==> src/rtl/audio_adc_rx.sv <==
// audio_adc_rx
// I2S capture path for the codec ADC line. The codec's BCLK, LRCK and data
// lines are resynchronised into iCLK and used only as data-rate timing; all
// state runs on iCLK. Completed left/right words are paired and presented
// together with a one-cycle oValid strobe.
//
// Ports
//   iCLK          system clock (>= 4x BCLK)
//   iRST_N        asynchronous active-low reset
//   iAUD_BCK      codec bit clock (async)
//   iAUD_ADCLRCK  codec LR clock, low = left, high = right (async)
//   iAUD_ADCDAT   codec serial data, MSB first (async)
//   oAUD_inL/R    last complete left/right pair, two's complement
//   oValid        one-cycle pulse when a new pair is presented
//   oFrameErr     one-cycle pulse when a word is cut short by an LR edge
//   oBitCnt       bits captured in the current word (debug)
//
// state    | meaning
// ---------+------------------------------------------------------------
// IDLE     | after reset, waiting for the first LR edge
// SKIP     | LR edge seen, skipping the I2S delay slot(s) before the MSB
// SHIFT    | shifting word bits in, MSB first
// DONE     | word committed, ignoring trailing slot bits until next edge

module audio_adc_rx #(
   parameter int DATA_WIDTH  = 16,
   parameter int I2S_DELAY   = 1,
   parameter int SYNC_STAGES = 2
) (
   input  logic                  iCLK,
   input  logic                  iRST_N,
   input  logic                  iAUD_BCK,
   input  logic                  iAUD_ADCLRCK,
   input  logic                  iAUD_ADCDAT,
   output logic [DATA_WIDTH-1:0] oAUD_inL,
   output logic [DATA_WIDTH-1:0] oAUD_inR,
   output logic                  oValid,
   output logic                  oFrameErr,
   output logic [5:0]            oBitCnt
);

   localparam logic [1:0] ST_IDLE  = 2'd0;
   localparam logic [1:0] ST_SKIP  = 2'd1;
   localparam logic [1:0] ST_SHIFT = 2'd2;
   localparam logic [1:0] ST_DONE  = 2'd3;

   localparam int SKW      = (I2S_DELAY > 1) ? $clog2(I2S_DELAY) : 1;
   localparam int SKIP_LD  = (I2S_DELAY > 0) ? I2S_DELAY - 1 : 0;

   logic [SYNC_STAGES-1:0] bck_sync_q, bck_sync_d;
   logic [SYNC_STAGES-1:0] lr_sync_q, lr_sync_d;
   logic [SYNC_STAGES-1:0] dat_sync_q, dat_sync_d;
   logic                   bck_prev_q, bck_prev_d;
   logic                   lr_prev_q, lr_prev_d;
   logic                   primed_q, primed_d;

   logic [1:0]             state_q, state_d;
   logic [5:0]             bit_cnt_q, bit_cnt_d;
   logic [SKW-1:0]         skip_cnt_q, skip_cnt_d;
   logic [DATA_WIDTH-1:0]  shift_q, shift_d;
   logic                   chan_q, chan_d;
   logic [DATA_WIDTH-1:0]  stage_q, stage_d;
   logic                   staged_q, staged_d;
   logic [DATA_WIDTH-1:0]  out_l_q, out_l_d;
   logic [DATA_WIDTH-1:0]  out_r_q, out_r_d;
   logic                   valid_q, valid_d;
   logic                   err_q, err_d;

   logic                   bck_s, lr_s, dat_s;
   logic                   bck_rise, lr_edge;
   logic [DATA_WIDTH-1:0]  word;
   logic                   do_capture, do_start, completed;

   // All three lines use the same depth so LRCK/DAT stay aligned to BCK.
   always_comb begin
      bck_sync_d = {bck_sync_q[SYNC_STAGES-2:0], iAUD_BCK};
      lr_sync_d  = {lr_sync_q[SYNC_STAGES-2:0], iAUD_ADCLRCK};
      dat_sync_d = {dat_sync_q[SYNC_STAGES-2:0], iAUD_ADCDAT};
      bck_s      = bck_sync_q[SYNC_STAGES-1];
      lr_s       = lr_sync_q[SYNC_STAGES-1];
      dat_s      = dat_sync_q[SYNC_STAGES-1];
      bck_prev_d = bck_s;
      bck_rise   = bck_s & ~bck_prev_q;
      // The first bck_rise after reset only samples LRCK, so a stream that
      // is already mid-right-channel is not mistaken for a word start.
      lr_edge    = bck_rise & primed_q & (lr_s ^ lr_prev_q);
   end

   always_comb begin
      state_d    = state_q;
      bit_cnt_d  = bit_cnt_q;
      skip_cnt_d = skip_cnt_q;
      shift_d    = shift_q;
      chan_d     = chan_q;
      stage_d    = stage_q;
      staged_d   = staged_q;
      out_l_d    = out_l_q;
      out_r_d    = out_r_q;
      valid_d    = 1'b0;
      err_d      = 1'b0;
      lr_prev_d  = lr_prev_q;
      primed_d   = primed_q;
      word       = {shift_q[DATA_WIDTH-2:0], dat_s};
      do_capture = 1'b0;
      do_start   = 1'b0;
      completed  = 1'b0;

      if (bck_rise) begin
         lr_prev_d = lr_s;
         primed_d  = 1'b1;
         case (state_q)
            ST_IDLE: do_start = lr_edge;
            ST_SKIP: begin
               if (lr_edge) begin
                  err_d    = 1'b1;
                  staged_d = 1'b0;
                  do_start = 1'b1;
               end else if (skip_cnt_q == '0) begin
                  do_capture = 1'b1;
               end else begin
                  skip_cnt_d = skip_cnt_q - 1'b1;
               end
            end
            ST_SHIFT: begin
               do_capture = 1'b1;
               completed  = (bit_cnt_q == 6'(DATA_WIDTH - 1));
               // An edge on the final bit still commits the word; the same
               // edge then opens the next word.
               if (lr_edge) begin
                  do_start = 1'b1;
                  if (!completed) begin
                     err_d    = 1'b1;
                     staged_d = 1'b0;
                  end
               end
            end
            default: do_start = lr_edge;
         endcase
      end

      if (do_capture) begin
         shift_d   = word;
         bit_cnt_d = bit_cnt_q + 1'b1;
         state_d   = ST_SHIFT;
         if (completed) begin
            state_d = ST_DONE;
            if (!chan_q) begin
               stage_d  = word;
               staged_d = 1'b1;
            end else if (staged_q) begin
               out_l_d  = stage_q;
               out_r_d  = word;
               valid_d  = 1'b1;
               staged_d = 1'b0;
            end
         end
      end

      if (do_start) begin
         chan_d = lr_s;
         if (I2S_DELAY == 0) begin
            // Left-justified: the bit on the edge itself is the MSB.
            shift_d   = {{(DATA_WIDTH-1){1'b0}}, dat_s};
            bit_cnt_d = 6'd1;
            state_d   = ST_SHIFT;
         end else begin
            shift_d    = '0;
            bit_cnt_d  = '0;
            skip_cnt_d = SKW'(SKIP_LD);
            state_d    = ST_SKIP;
         end
      end
   end

   always_ff @(posedge iCLK or negedge iRST_N) begin
      if (!iRST_N) begin
         bck_sync_q <= '0;
         lr_sync_q  <= '0;
         dat_sync_q <= '0;
         bck_prev_q <= 1'b0;
         lr_prev_q  <= 1'b0;
         primed_q   <= 1'b0;
         state_q    <= ST_IDLE;
         bit_cnt_q  <= '0;
         skip_cnt_q <= '0;
         shift_q    <= '0;
         chan_q     <= 1'b0;
         stage_q    <= '0;
         staged_q   <= 1'b0;
         out_l_q    <= '0;
         out_r_q    <= '0;
         valid_q    <= 1'b0;
         err_q      <= 1'b0;
      end else begin
         bck_sync_q <= bck_sync_d;
         lr_sync_q  <= lr_sync_d;
         dat_sync_q <= dat_sync_d;
         bck_prev_q <= bck_prev_d;
         lr_prev_q  <= lr_prev_d;
         primed_q   <= primed_d;
         state_q    <= state_d;
         bit_cnt_q  <= bit_cnt_d;
         skip_cnt_q <= skip_cnt_d;
         shift_q    <= shift_d;
         chan_q     <= chan_d;
         stage_q    <= stage_d;
         staged_q   <= staged_d;
         out_l_q    <= out_l_d;
         out_r_q    <= out_r_d;
         valid_q    <= valid_d;
         err_q      <= err_d;
      end
   end

   assign oAUD_inL  = out_l_q;
   assign oAUD_inR  = out_r_q;
   assign oValid    = valid_q;
   assign oFrameErr = err_q;
   assign oBitCnt   = bit_cnt_q;

endmodule

==> config.mk <==
export PLATFORM = sky130hd
export DESIGN_NAME = audio_adc_rx
export DESIGN_NICKNAME = d
export VERILOG_FILES = /design/src/rtl/audio_adc_rx.sv
export SDC_FILE = /design/constraint.sdc
export NUM_CORES = 1
export LEC_CHECK = 0
export ABC_AREA = 1
export ABC_CLOCK_PERIOD_IN_PS = 1800
export BUFFER_PORTS_ARGS = -buffer_cell sky130_fd_sc_hd__buf_4
export CORE_MARGIN = 2
export CORE_UTILIZATION = 29
export DETAILED_ROUTE_END_ITERATION = 6
export PLACE_DENSITY = 0.5
export SLEW_MARGIN = 20
export SYNTH_ARGS = -nofsm -noshare
export SYNTH_HDL_FRONTEND = slang
export SYNTH_SLANG_ARGS = --single-unit
==> constraint.sdc <==
create_clock -name iCLK -period 1.8 [get_ports iCLK]
set_input_delay 0 -clock iCLK [delete_from_list [all_inputs] [get_ports iCLK]]
set_output_delay 0 -clock iCLK [all_outputs]
set_load 0.01 [all_outputs]
Word-level counts from Yosys, hierarchy flattened
Cells that the tools add are included.
- bits in registers: 85
- output and inout bits: 40
- input bits: 5
- word-level logic and storage cells: 74
- bitwise gates (word level): 6
- add/subtract/negate cells: 2
- multiplexer cells: 38
- eq/ne operators: 4
- reductions and logical operators: 7
- operators with widths (cell ; count):
    15-bit 2-to-1 mux ; 2
    1-bit 2-to-1 mux ; 29
    6-bit 2-to-1 mux ; 2
    6-bit by 1-bit adder with 6-bit output (second input constant) ; 1
    6-bit by 4-bit equality test with 1-bit output (second input constant) ; 1
    1-bit one-hot mux with 2 select lines ; 3
    3-bit AND reduction ; 2
    2-bit nonzero test ; 3
    2-bit 2-to-1 mux ; 2
    4-bit AND reduction ; 1
    1-bit bitwise AND ; 3
    2-bit by 1-bit equality test with 1-bit output (second input constant) ; 1
    2-bit equality test (second input constant) ; 1
    2-bit by 1-bit inequality test with 1-bit output (second input constant) ; 1
    1-bit NOT ; 2
    2-bit OR reduction ; 1
    1-bit subtractor (second input constant) ; 1
    1-bit XOR ; 1

Depth between registers and ports, before layout
- depth after elaboration: 11
- gate-level depth with buffers: 12
- gate-level depth less buffers: 11

Least setup slack after synthesis
No wires, ideal clock.
- path kind: flip-flop to flip-flop
- start point: register bit_cnt_q[0], in the netlist oBitCnt[0]
- end point: register stage_q[10]
- slack: 0.166 ns
- path buffers: 1
- cell stages (with the launch flop): 10
- arrival: 1.518 ns
- setup time: 0.116 ns
- data required time: 1.684 ns
- cells stage by stage: dfrtp_1 > ha_1 > nand3_2 > nor2_2 > nand2_1 > nor2_4 > nand2_4 > buf_2 > nand2_1 > nand2_1
- longest elaborated chain between the ends: 4
- RTL lines (what ; line ; RTL):
    start: declaration ; 58 ; logic [5:0] bit_cnt_q, bit_cnt_d;
    start signal: assignment ; 202 ; bit_cnt_q <= bit_cnt_d;
    6-bit by 4-bit equality test with 1-bit output ; 126 ; completed = (bit_cnt_q == 6'(DATA_WIDTH - 1));
    1-bit 2-to-1 mux ; 111 ; case (state_q)
    1-bit 2-to-1 mux ; 108 ; if (bck_rise) begin
    3-bit AND reduction (no line) ; - ;
    end signal: assignment ; 206 ; stage_q <= stage_d;
    end: declaration ; 62 ; logic [DATA_WIDTH-1:0] stage_q, stage_d;
Every way passes these cells.
A chain may end at the register's enable or synchronous reset.

Final worst setup path
- start point: register state_q[0]
- end point: register out_l_q[6], in the netlist oAUD_inL[6]
- longest elaborated chain between the ends: 4
- elaborated cells between the ends (all ways): 7
- those cells by class: eq/ne: 2; mux: 4; reduce/logical: 1
- RTL lines (what ; line ; RTL):
    start: declaration ; 57 ; logic [1:0] state_q, state_d;
    start signal: assignment ; 201 ; state_q <= state_d;
    2-bit equality test or 2-bit by 1-bit equality test with 1-bit output (tied branches) ; 111 ;
    1-bit one-hot mux with 2 select lines or 1-bit 2-to-1 mux (tied branches) ; 111 ;
    1-bit 2-to-1 mux ; 108 ;
    4-bit AND reduction (no line) * ; - ;
    end signal: assignment ; 208 ; out_l_q <= out_l_d;
    end: declaration ; 64 ; logic [DATA_WIDTH-1:0] out_l_q, out_l_d;
Every way passes the cells marked *; elsewhere a longest branch is shown, timed or not.

==> results.cfg <==
[status]
status = completed

[yosys]
syn_inst = 380
yosys.area.top_type = dfrtp_1
ys_seq_area_share_pct = 60.0
syn_area_per_cell_um2 = 9.23
synthTopCellsByCount = nand2_1, dfrtp_1, nand3_1
synth_edf_count = 0
synth_top_area_share_pct = 60.0
synth-seq-cells = 84
yosysUniqueCellTypes = 23
synth_area_leaders = dfrtp_1, nand2_1, nand4_1
synth.most_common_cell = nand2_1
netlist_area_mm2 = 0.00351
syn_nets = 388
synth_warnings = 0
synth-async-reset-ratio_pct = 100
synth_flop_cell = dfrtp_1

[cts]
ctsHtreeMaxLevel = 3
cts_buffers = 9
cts_tree = done
root_buffer = clkbuf_16
cts_buffer_depth = 2
clkTransAtPathRegs_ps = 60
clock_latency_ps = 330
cts_sinks = 84

[placement]
place.gp.congestion = 0.817
place_hpwl_mm = 5.15
port_buffers = 44
placed_cells = 563
preCtsSetupSlack_ps = 59.5

[final_layout]
nets = 452
area_delta_synth_final_pct = 32.5
antennaDiodeCount = 0
layout-drive-gt1-share_pct = 23.2
fillers = 1228
instances_no_fill = 595

[detailed_routing]
routed-wl-met3_um = 455
top_layer = met4
drc = 0
routed_via_density = 4.71
wl_met2_mm = 3.95
postRouteAntennaNets = 0
vias = 2805
drt_pass1_iterations = 4
wl_met1_mm = 4.13
drtIter0Drc = 196
routed_wl_mm = 8.65
post_drt_wl_per_cell_um = 14.5

[grt]
grt_first_pass_wirelength_mm = 13.9
grt_max_degree = 57
antenna_found_initial = 0
grtUsageTotal_pct = 13.6
grt_pass1_vias = 2723
grt.overflow.total = 0

[critical_path]
rrSetupSlack_ps = 60
worstPathRequired_ps = 2070
worst_setup_path_start_kind = register
crit_path_max_fanout = 25
worstSetupPathType = reg -> reg
cp_common_cell = buf_12
cpPeakStageDelay_ps = 360
critical_path.startpoint = state_q[0]
crit_slowest_cell = dfrtp_1
worstReg2RegStart = state_q[0]
cp-end-kind = register
crit_chain = inv_1 > ha_1 > nor2_4 > inv_2 > a21oi_4 > buf_12 > buf_12 > nand4_1 > nand2_1
cp.arrival_ps = 2010

[die]
io_pins = 45
core_mm2 = 0.0119
die_w_um = 114
start_util_pct = 29.4
rows = 40
dieHeight_um = 114
die_area_mm2 = 0.0130

[sta]
drv_slew = 0
hold_viol = 0
worst_pin_slew_ps = 397
tns_ps = 0
setup_slack_ps = 60.4
finalCritPeriodShare_pct = 96.6
skew_ps = 7.10
timing.slew.headroom_pct = 73.5
timing.hold.ws_ps = 151
finalSetupViolCount = 0
max_clock_freq_mhz = 575
period_needed_ps = 1740

[pwr]
power_mw = 4.26
pwr_density_cell_mw_per_mm2 = 917
p_leak_nw = 2.49
vdd_ir_drop_max_mv = 0.446

[flow_run]
cap_violations = 0

[worst_hold_path]
hold_class = in -> async
metal layers:
layer	vias to the layer above	GRT usage, %
met5	-	0
met2	67	19.8
met4	0	3.90
met3	10	3.67
li1	1362	-
met1	1366	19.8
through the flow:
step	area [um2]	util [%]
2_1_floorplan	3510	-
4_1_cts	4420	37.1
3_5_place_dp	4060	34.1
6_report	4650	39.0
5_1_grt	4650	39.0
3_3_place_gp	4060	34.1
where the power goes:
group / switching (mW) / total [mW] / internal [mW]
combinational: 0.208 / 0.337 / 0.128
sequential: 0.0297 / 1.95 / 1.92
clock: 0.727 / 1.97 / 1.25
total: 0.965 / 4.26 / 3.30
worst paths after layout:
check                                 to  depth (start not counted)
max                          oAUD_inL[6]                          9
min                         oAUD_inL[11]                          2
max reg2reg                  oAUD_inL[6]                          9
min reg2reg                bck_sync_q[1]                          0
max in group asynchronous  dat_sync_q[1]                          3
min in group iCLK          dat_sync_q[0]                          2
cell usage in the layout, fill, tap and decap left out, drive strengths merged:
cell,instances
nand4,33
o21ai,6
nand2,156
a21oi,2
bufinv,2
nand3,41
inv,15
xor2,3
dlygate4sd3,4
nor2,12
dfrtp,84
nor3,1
clkinv,2
clkbuf,13
xnor2,1
ha,3
buf,70
cell families (layout without fill, tap and decap cells):
family	Yosys count	in the layout	synth area share, %
buf+inv	38	106	5.42
xor+xnor	4	4	0.999
simple gates	243	243	31.1
flops	84	84	60.0
fa+ha+maj	3	3	1.07
compound gates	8	8	1.46
critical path, delay by kind of cell (launching register included):
family | cells | cell delay [ps]
adders and majority gates | 1 | 330
DFF | 1 | 360
buffers and inverters | 4 | 430
AOI/OAI and AO/OA | 1 | 170
and+or+nand+nor | 3 | 370
state kept, by name, indices dropped and copies added (netlist names), 2 cells and up:
register	cells
oBitCnt	6
dat_sync_q	2
oAUD_inR	16
state_q	2
oAUD_inL	16
stage_q	16
shift_q	15
bck_sync_q	2
lr_sync_q	2
final cells by class:
| class | count | area [um2] | share of cell area, % |
|---|---|---|---|
| Tap cell | 147 | 184 | 3.96 |
| Inverter | 15 | 56.3 | 1.21 |
| Sequential cell | 84 | 2100 | 45.2 |
| Multi-Input combinational cell | 258 | 1280 | 27.5 |
| Timing Repair Buffer | 76 | 709 | 15.3 |
| Clock buffer | 11 | 243 | 5.22 |
| Clock inverter | 4 | 73.8 | 1.59 |
timing repair:
item / in CTS / in global routing
setup buffers: 0 / 10
setup endpoints to repair: 0 / 69
hold buffers: 4 / 0
hold endpoints to repair: 31 / 0
gates resized for setup: 0 / 20
No activity file was read; power rests on OpenSTA's default activity.
